===== config.mk =====
export PLATFORM = sky130hd
export DESIGN_NAME = silife_cell_grid_flat
export DESIGN_NICKNAME = d
export VERILOG_FILES = /design/src/rtl/silife_cell_grid_if.sv /design/src/rtl/silife_cell_grid.sv /design/src/flat_wrapper.sv
export SDC_FILE = /design/constraint.sdc
export NUM_CORES = 1
export LEC_CHECK = 0
export ABC_AREA = 1
export BUFFER_PORTS_ARGS = -buffer_cell sky130_fd_sc_hd__buf_2
export CAP_MARGIN = 20
export CELL_PAD_IN_SITES_DETAIL_PLACEMENT = 1
export CELL_PAD_IN_SITES_GLOBAL_PLACEMENT = 2
export CORE_MARGIN = 1.5
export CORE_UTILIZATION = 28
export DETAILED_ROUTE_END_ITERATION = 8
export MAX_ROUTING_LAYER = met4
export PLACE_DENSITY_LB_ADDON = 0.1
export SYNTH_ARGS = -nofsm -noshare
export SYNTH_HDL_FRONTEND = slang
export SYNTH_SLANG_ARGS = --single-unit

===== constraint.sdc =====
create_clock -name clk -period 3.6 [get_ports clk]
set_input_delay 0.72 -clock clk [delete_from_list [all_inputs] [get_ports clk]]
set_output_delay 0.72 -clock clk [all_outputs]
set_load 0.03 [all_outputs]

===== src/rtl/silife_cell_grid_if.sv =====
// Host-side bus of the SiLife cell grid: row access strobes, step request and status.
interface silife_cell_grid_if #(
    parameter int unsigned WIDTH  = 8,
    parameter int unsigned HEIGHT = 8
);
    localparam int unsigned ROW_W = (HEIGHT > 1) ? $clog2(HEIGHT) : 1;

    logic [ROW_W-1:0] row_select;
    logic [WIDTH-1:0] set_cells;
    logic [WIDTH-1:0] clear_cells;
    logic             step;
    logic [WIDTH-1:0] cells;
    logic [15:0]      generation;
    logic             stable;
    logic             step_pending;

    modport master (
        output row_select, set_cells, clear_cells, step,
        input  cells, generation, stable, step_pending
    );

    modport slave (
        input  row_select, set_cells, clear_cells, step,
        output cells, generation, stable, step_pending
    );
endinterface


===== src/rtl/silife_cell_grid.sv =====
// SiLife cell grid: WIDTH x HEIGHT cell registers evolving under B3/S23,
// with host row writes that always win the edge and defer a colliding step.
module silife_cell_grid #(
    parameter int unsigned WIDTH  = 8,
    parameter int unsigned HEIGHT = 8,
    parameter int unsigned WRAP   = 1
) (
    input  logic              clk,
    input  logic              reset,
    silife_cell_grid_if.slave bus
);
    localparam int unsigned CELLS = WIDTH * HEIGHT;

    logic [HEIGHT-1:0][WIDTH-1:0] r_grid;
    logic [15:0]                  r_generation;
    logic                         r_stable;
    logic                         r_step_pending;

    logic [CELLS-1:0]             w_flat;
    logic [HEIGHT-1:0]            w_row_hit;
    logic [HEIGHT-1:0][WIDTH-1:0] w_acc;
    logic [HEIGHT-1:0][WIDTH-1:0] w_wr_grid;
    logic [HEIGHT-1:0][WIDTH-1:0] w_next;
    logic [WIDTH-1:0]             w_cur_row;
    logic [WIDTH-1:0]             w_new_row;
    logic                         w_wr_act;
    logic                         w_wr_change;
    logic                         w_do_step;

    // Neighbour lookup: toroidal fold when wrapping, dead border otherwise.
    function automatic logic nb(input logic [CELLS-1:0] flat, input int r, input int c);
        int rr;
        int cc;
        rr = r;
        cc = c;
        if (WRAP != 0) begin
            rr = (r + int'(HEIGHT)) % int'(HEIGHT);
            cc = (c + int'(WIDTH)) % int'(WIDTH);
        end else if (r < 0 || r >= int'(HEIGHT) || c < 0 || c >= int'(WIDTH)) begin
            return 1'b0;
        end
        return |(flat & (CELLS'(1) << 32'(rr * int'(WIDTH) + cc)));
    endfunction

    assign w_flat    = r_grid;
    assign w_wr_act  = |(bus.set_cells | bus.clear_cells);
    assign w_do_step = bus.step | r_step_pending;

    // Row read mux; an out-of-range row_select hits nothing and reads 0.
    for (genvar gr = 0; gr < int'(HEIGHT); gr++) begin : g_row
        assign w_row_hit[gr] = (32'(bus.row_select) == 32'(gr));
        if (gr == 0) begin : g_first
            assign w_acc[gr] = w_row_hit[gr] ? r_grid[gr] : '0;
        end else begin : g_rest
            assign w_acc[gr] = w_acc[gr-1] | (w_row_hit[gr] ? r_grid[gr] : '0);
        end
        assign w_wr_grid[gr] = w_row_hit[gr] ? w_new_row : r_grid[gr];
    end

    assign w_cur_row   = w_acc[HEIGHT-1];
    assign w_new_row   = (w_cur_row & ~bus.clear_cells) | bus.set_cells;
    assign w_wr_change = (w_wr_grid != r_grid);

    // Next generation, one rule evaluation per cell.
    for (genvar gr = 0; gr < int'(HEIGHT); gr++) begin : g_life_r
        for (genvar gc = 0; gc < int'(WIDTH); gc++) begin : g_life_c
            logic [3:0] w_cnt;

            // Count the eight neighbours of this cell.
            always_comb begin
                w_cnt = '0;
                for (int dr = -1; dr <= 1; dr++) begin
                    for (int dc = -1; dc <= 1; dc++) begin
                        if (dr != 0 || dc != 0) begin
                            w_cnt = w_cnt + 4'(nb(w_flat, gr + dr, gc + dc));
                        end
                    end
                end
            end

            assign w_next[gr][gc] = (w_cnt == 4'd3) || (r_grid[gr][gc] && (w_cnt == 4'd2));
        end
    end

    // Writes take the edge and park any step; otherwise a requested step evolves the grid.
    always_ff @(posedge clk or posedge reset) begin
        if (reset) begin
            r_grid         <= '0;
            r_generation   <= '0;
            r_stable       <= 1'b0;
            r_step_pending <= 1'b0;
        end else if (w_wr_act) begin
            r_grid <= w_wr_grid;
            if (w_do_step) begin
                r_step_pending <= 1'b1;
            end
            if (w_wr_change) begin
                r_stable <= 1'b0;
            end
        end else if (w_do_step) begin
            r_grid         <= w_next;
            r_generation   <= r_generation + 16'd1;
            r_stable       <= (w_next == r_grid);
            r_step_pending <= 1'b0;
        end
    end

    assign bus.cells        = w_cur_row;
    assign bus.generation   = r_generation;
    assign bus.stable       = r_stable;
    assign bus.step_pending = r_step_pending;
endmodule

===== src/flat_wrapper.sv =====
// flat-port wrapper written by rule: the top's interface ports become plain ports
module silife_cell_grid_flat 
#(
    parameter int unsigned WIDTH  = 8,
    parameter int unsigned HEIGHT = 8,
    parameter int unsigned WRAP   = 1
)
  (clk, reset, bus_row_select, bus_set_cells, bus_clear_cells, bus_step, bus_cells, bus_generation, bus_stable, bus_step_pending);
  silife_cell_grid_if #(.WIDTH(WIDTH), .HEIGHT(HEIGHT)) bus_i ();
  input  logic clk;
  input  logic reset;
  input wire logic [$bits(bus_i.row_select)-1:0] bus_row_select;
  input wire logic [$bits(bus_i.set_cells)-1:0] bus_set_cells;
  input wire logic [$bits(bus_i.clear_cells)-1:0] bus_clear_cells;
  input wire logic [$bits(bus_i.step)-1:0] bus_step;
  output wire logic [$bits(bus_i.cells)-1:0] bus_cells;
  output wire logic [$bits(bus_i.generation)-1:0] bus_generation;
  output wire logic [$bits(bus_i.stable)-1:0] bus_stable;
  output wire logic [$bits(bus_i.step_pending)-1:0] bus_step_pending;
  assign bus_i.row_select = bus_row_select;
  assign bus_i.set_cells = bus_set_cells;
  assign bus_i.clear_cells = bus_clear_cells;
  assign bus_i.step = bus_step;
  assign bus_cells = bus_i.cells;
  assign bus_generation = bus_i.generation;
  assign bus_stable = bus_i.stable;
  assign bus_step_pending = bus_i.step_pending;
  silife_cell_grid #(.WIDTH(WIDTH), .HEIGHT(HEIGHT), .WRAP(WRAP)) u_core (.clk(clk), .reset(reset), .bus(bus_i));
endmodule

==> out/metrics.csv <==
metric,value,unit
r2r_end,u_core.bus.stable,
cpLargestDelayFamily,adder cells,
wirelength,86500,um
cp_common_cell,fa_1,
finClkSkew,0.02090,ns
drtIter0Drc,943,
synth.distinct_cells,47,
cp_cell_sequence,buf_4 -> buf_4 -> inv_1 -> fa_1 -> fa_1 -> inv_1 -> fa_2 -> inv_2 -> fa_1 -> a21oi_2 -> and2_4 -> nor2_1 -> nor2_2 -> nand4_1 -> nor3_4 -> nand2_2 -> nor2_1 -> nand3_1 -> nand2_1,
cts.sink_count,82,
async_flop_share,100.0,%
cts_hold_buf,0,
cp.arrival,4.50,ns
cts.clk_slew.worst_paths,0.09,ns
synth_edf_count,0,
rsz0062_at_grt,yes,
max_stage_delay,0.55,ns
grt_max_degree,83,
row_count,93,
cts_buffers,9,
cp-start-kind,register,
fin_hold_ws,0.4445,ns
clock_latency,0.41,ns
hp-class,input port to asynchronous set/reset pin,
die_w,257.6,um
cpMaxStageDelayCell,fa_1,
crit_type,register to register,
dpl.cell_count,3613,
slew_headroom,42.63,%
ios,48,
avgSynthCellArea,7.600,um^2
area_delta_synth_final,33.50,%
syn_area,18150,um^2
cts.path.max_buffers,2,
grt_usage,27.27,%
fillerInstances,7873,
r2r_setup_slack,-0.55,ns
period_needed,4.150,ns
maxSlewViolCount,0,
grt_pass1_vias,20240,
via_count,18340,
viasPerCell,4.943,
port_buffers,47,
r2r_start,u_core.r_grid[45],
synthesis.nets,2859,
yosys_warnings,0,
drc,0,
drive_above_1_share,30.95,%
setup_viol,5,
finalNetCount,3319,
cap_violations,0,
ir_drop,0.3813,mV
setup_slack,-0.5502,ns
p_total,19820,uW
stdcell_count,3710,
place_hpwl,70090,um
ys_ff_latch,82,
dieArea,66350,um^2
routabilityCongestion,0.9169,
cp_max_fo,3,
wire_per_inst,23.31,um
globalRouteOverflowTotal,0,
fmaxAchievable,0.2410,GHz
cts_tree,done,
status,"complete, but fails checks",
path_buf_inv,5,
crit_required,3.95,ns
violations,negative setup slack,
grt_first_pass_wirelength,128500,um
core-area,64230,um^2
initial_utilization,28.26,%
worst_slew_pin_slew,0.8605,ns
p_per_area,818.1,nW/um^2
die_h,257.6,um
synthFlopType,dfrtp_1,
final_antenna_net_count,0,
cts_root_buf,clkbuf_16,
end_kind,register,
antenna_found_initial,1,
yosysSeqAreaShare,11.31,%
finalHoldViolations,0,
h-tree-depth,3,
first_pass_iters,5,
leakage,0.01202,uW
rr_worst_depth,19,
synthCells,2388,
finalCritPeriodShare,115.3,%
## placed cells by master, fill, tap and decap left out, types with 24 or more instances in the layout
cell,instances
buf_4,410
nand3_2,24
dfrtp_1,51
o21ai_1,27
nor2_1,204
nand2_1,457
inv_2,65
a21oi_1,31
ha_1,165
o21ai_0,31
buf_6,39
dfrtp_2,31
inv_1,406
nand3_1,146
nand4_1,81
xor2_1,26
o211ai_1,90
buf_2,47
fa_1,207
nand2_2,33
fa_2,49
## synth_stat cells, types with 4 or more instances
library cell / number / area (um^2)
inv_1: 487 / 1828
nand2_1: 483 / 1813
fa_1: 256 / 5125
nor2_1: 233 / 874.6
ha_1: 193 / 2415
nand3_1: 168 / 840.8
o211ai_1: 90 / 675.7
dfrtp_1: 82 / 2052
nand4_1: 81 / 506.7
o21ai_0: 58 / 290.3
a21oi_1: 37 / 185.2
clkbuf_1: 30 / 112.6
xor2_1: 26 / 227.7
nor4_1: 16 / 100.1
buf_2: 13 / 65.06
buf_6: 11 / 123.9
nand2_2: 11 / 68.82
a211oi_1: 9 / 67.56
inv_2: 9 / 33.78
nand2_4: 8 / 90.09
nand3b_1: 8 / 60.06
o21ai_1: 8 / 40.04
a31o_2: 7 / 61.31
nor3_1: 7 / 35.03
clkinv_1: 6 / 22.52
o211a_1: 6 / 60.06
a31oi_1: 5 / 31.28
buf_4: 5 / 37.54
nor3b_1: 4 / 30.03
xnor2_1: 4 / 35.03
## state kept, by name, indices dropped and copies added, names as in the netlist
signal and cells:
u_core.bus.generation 16, u_core.bus.stable 1, u_core.bus.step_pending 1, u_core.r_grid 64
## power by group
part / switching (uW) / internal, uW / leakage (uW)
Clock: 586 / 491 / 0.000139
Sequential: 188 / 1050 / 0.000872
Combinational: 9390 / 8110 / 0.0110
## repair_timing
item | in CTS | in global routing
pin swaps | 110 | 146
endpoints found under the hold margin | 0 | 0
buffers inserted | 40 | 50
resized for setup | 139 | 219
setup endpoints to repair | 26 | 54
## worst reg2reg max path: cells and delay by family, from the launching register on
family                   cells  cell delay, ns
AO/OA/AOI/OAI                1            0.14
adder cells (fa/ha/maj)      4            1.78
buffers and inverters        5            0.51
flip-flops                   1            0.46
AND/OR/NAND/NOR              9            1.23
## worst max-delay path by stage
| stage | from | end | slack, ns | cells after the start |
|---|---|---|---|---|
| 2_1_floorplan | u_core.r_grid[30] | u_core.bus.stable | -0.18 | 17 |
| 3_3_place_gp | u_core.r_grid[43] | u_core.bus.stable | -0.99 | 18 |
| 3_5_place_dp | u_core.r_grid[43] | u_core.bus.stable | -1.06 | 20 |
| 4_1_cts | u_core.r_grid[47] | u_core.bus.stable | -0.51 | 16 |
| 5_1_grt | u_core.r_grid[61] | u_core.bus.stable | -0.74 | 22 |
| 6_report | u_core.r_grid[45] | u_core.bus.stable | -0.55 | 19 |
## area by class of cell
| class | count | area, um^2 | area share [%] |
|---|---|---|---|
| Clock inverter | 7 | 71.32 | 0.2944 |
| Sequential cell | 82 | 2091 | 8.629 |
| Multi-Input combinational cell | 1743 | 14770 | 60.98 |
| Timing Repair Buffer | 510 | 4028 | 16.62 |
| Inverter | 502 | 1964 | 8.108 |
| Tap cell | 855 | 1070 | 4.415 |
| Antenna cell | 2 | 5.005 | 0.02066 |
| Clock buffer | 9 | 225.2 | 0.9296 |
## metal layers
metal | vias up | share of wire, % | global-route usage, % | wire [um]
li1 | 8525 | - | - | -
met1 | 9412 | 45 | 34.31 | 38720
met3 | 114 | 3.2 | 3.043 | 2742
met4 | 0 | 3.3 | 9.211 | 2824
met5 | - | 0 | - | 0
met2 | 288 | 49 | 45.48 | 42210
## metrics by stage
step / TNS (ns) / area, um^2 / setup slack (ns) / util [%]
2_1_floorplan: -0.1774 / 18220 / -0.1774 / -
3_3_place_gp: -2.178 / 22200 / -0.9921 / 34.56
3_5_place_dp: -3.265 / 22200 / -1.064 / 34.56
4_1_cts: -0.7953 / 23220 / -0.5053 / 36.16
5_1_grt: -2.596 / 24230 / -0.7379 / 37.72
6_report: -0.8736 / 24230 / -0.5502 / 37.72
## kinds of logic after synthesis
family                   synth area share, %
XOR/XNOR                               1.448
buffers and inverters                  12.29
AND/OR/NAND/NOR                        25.14
AO/OA/AOI/OAI                          8.273
adder cells (fa/ha/maj)                41.54
flip-flops                             11.31
Power figures use the tool's default switching activity.
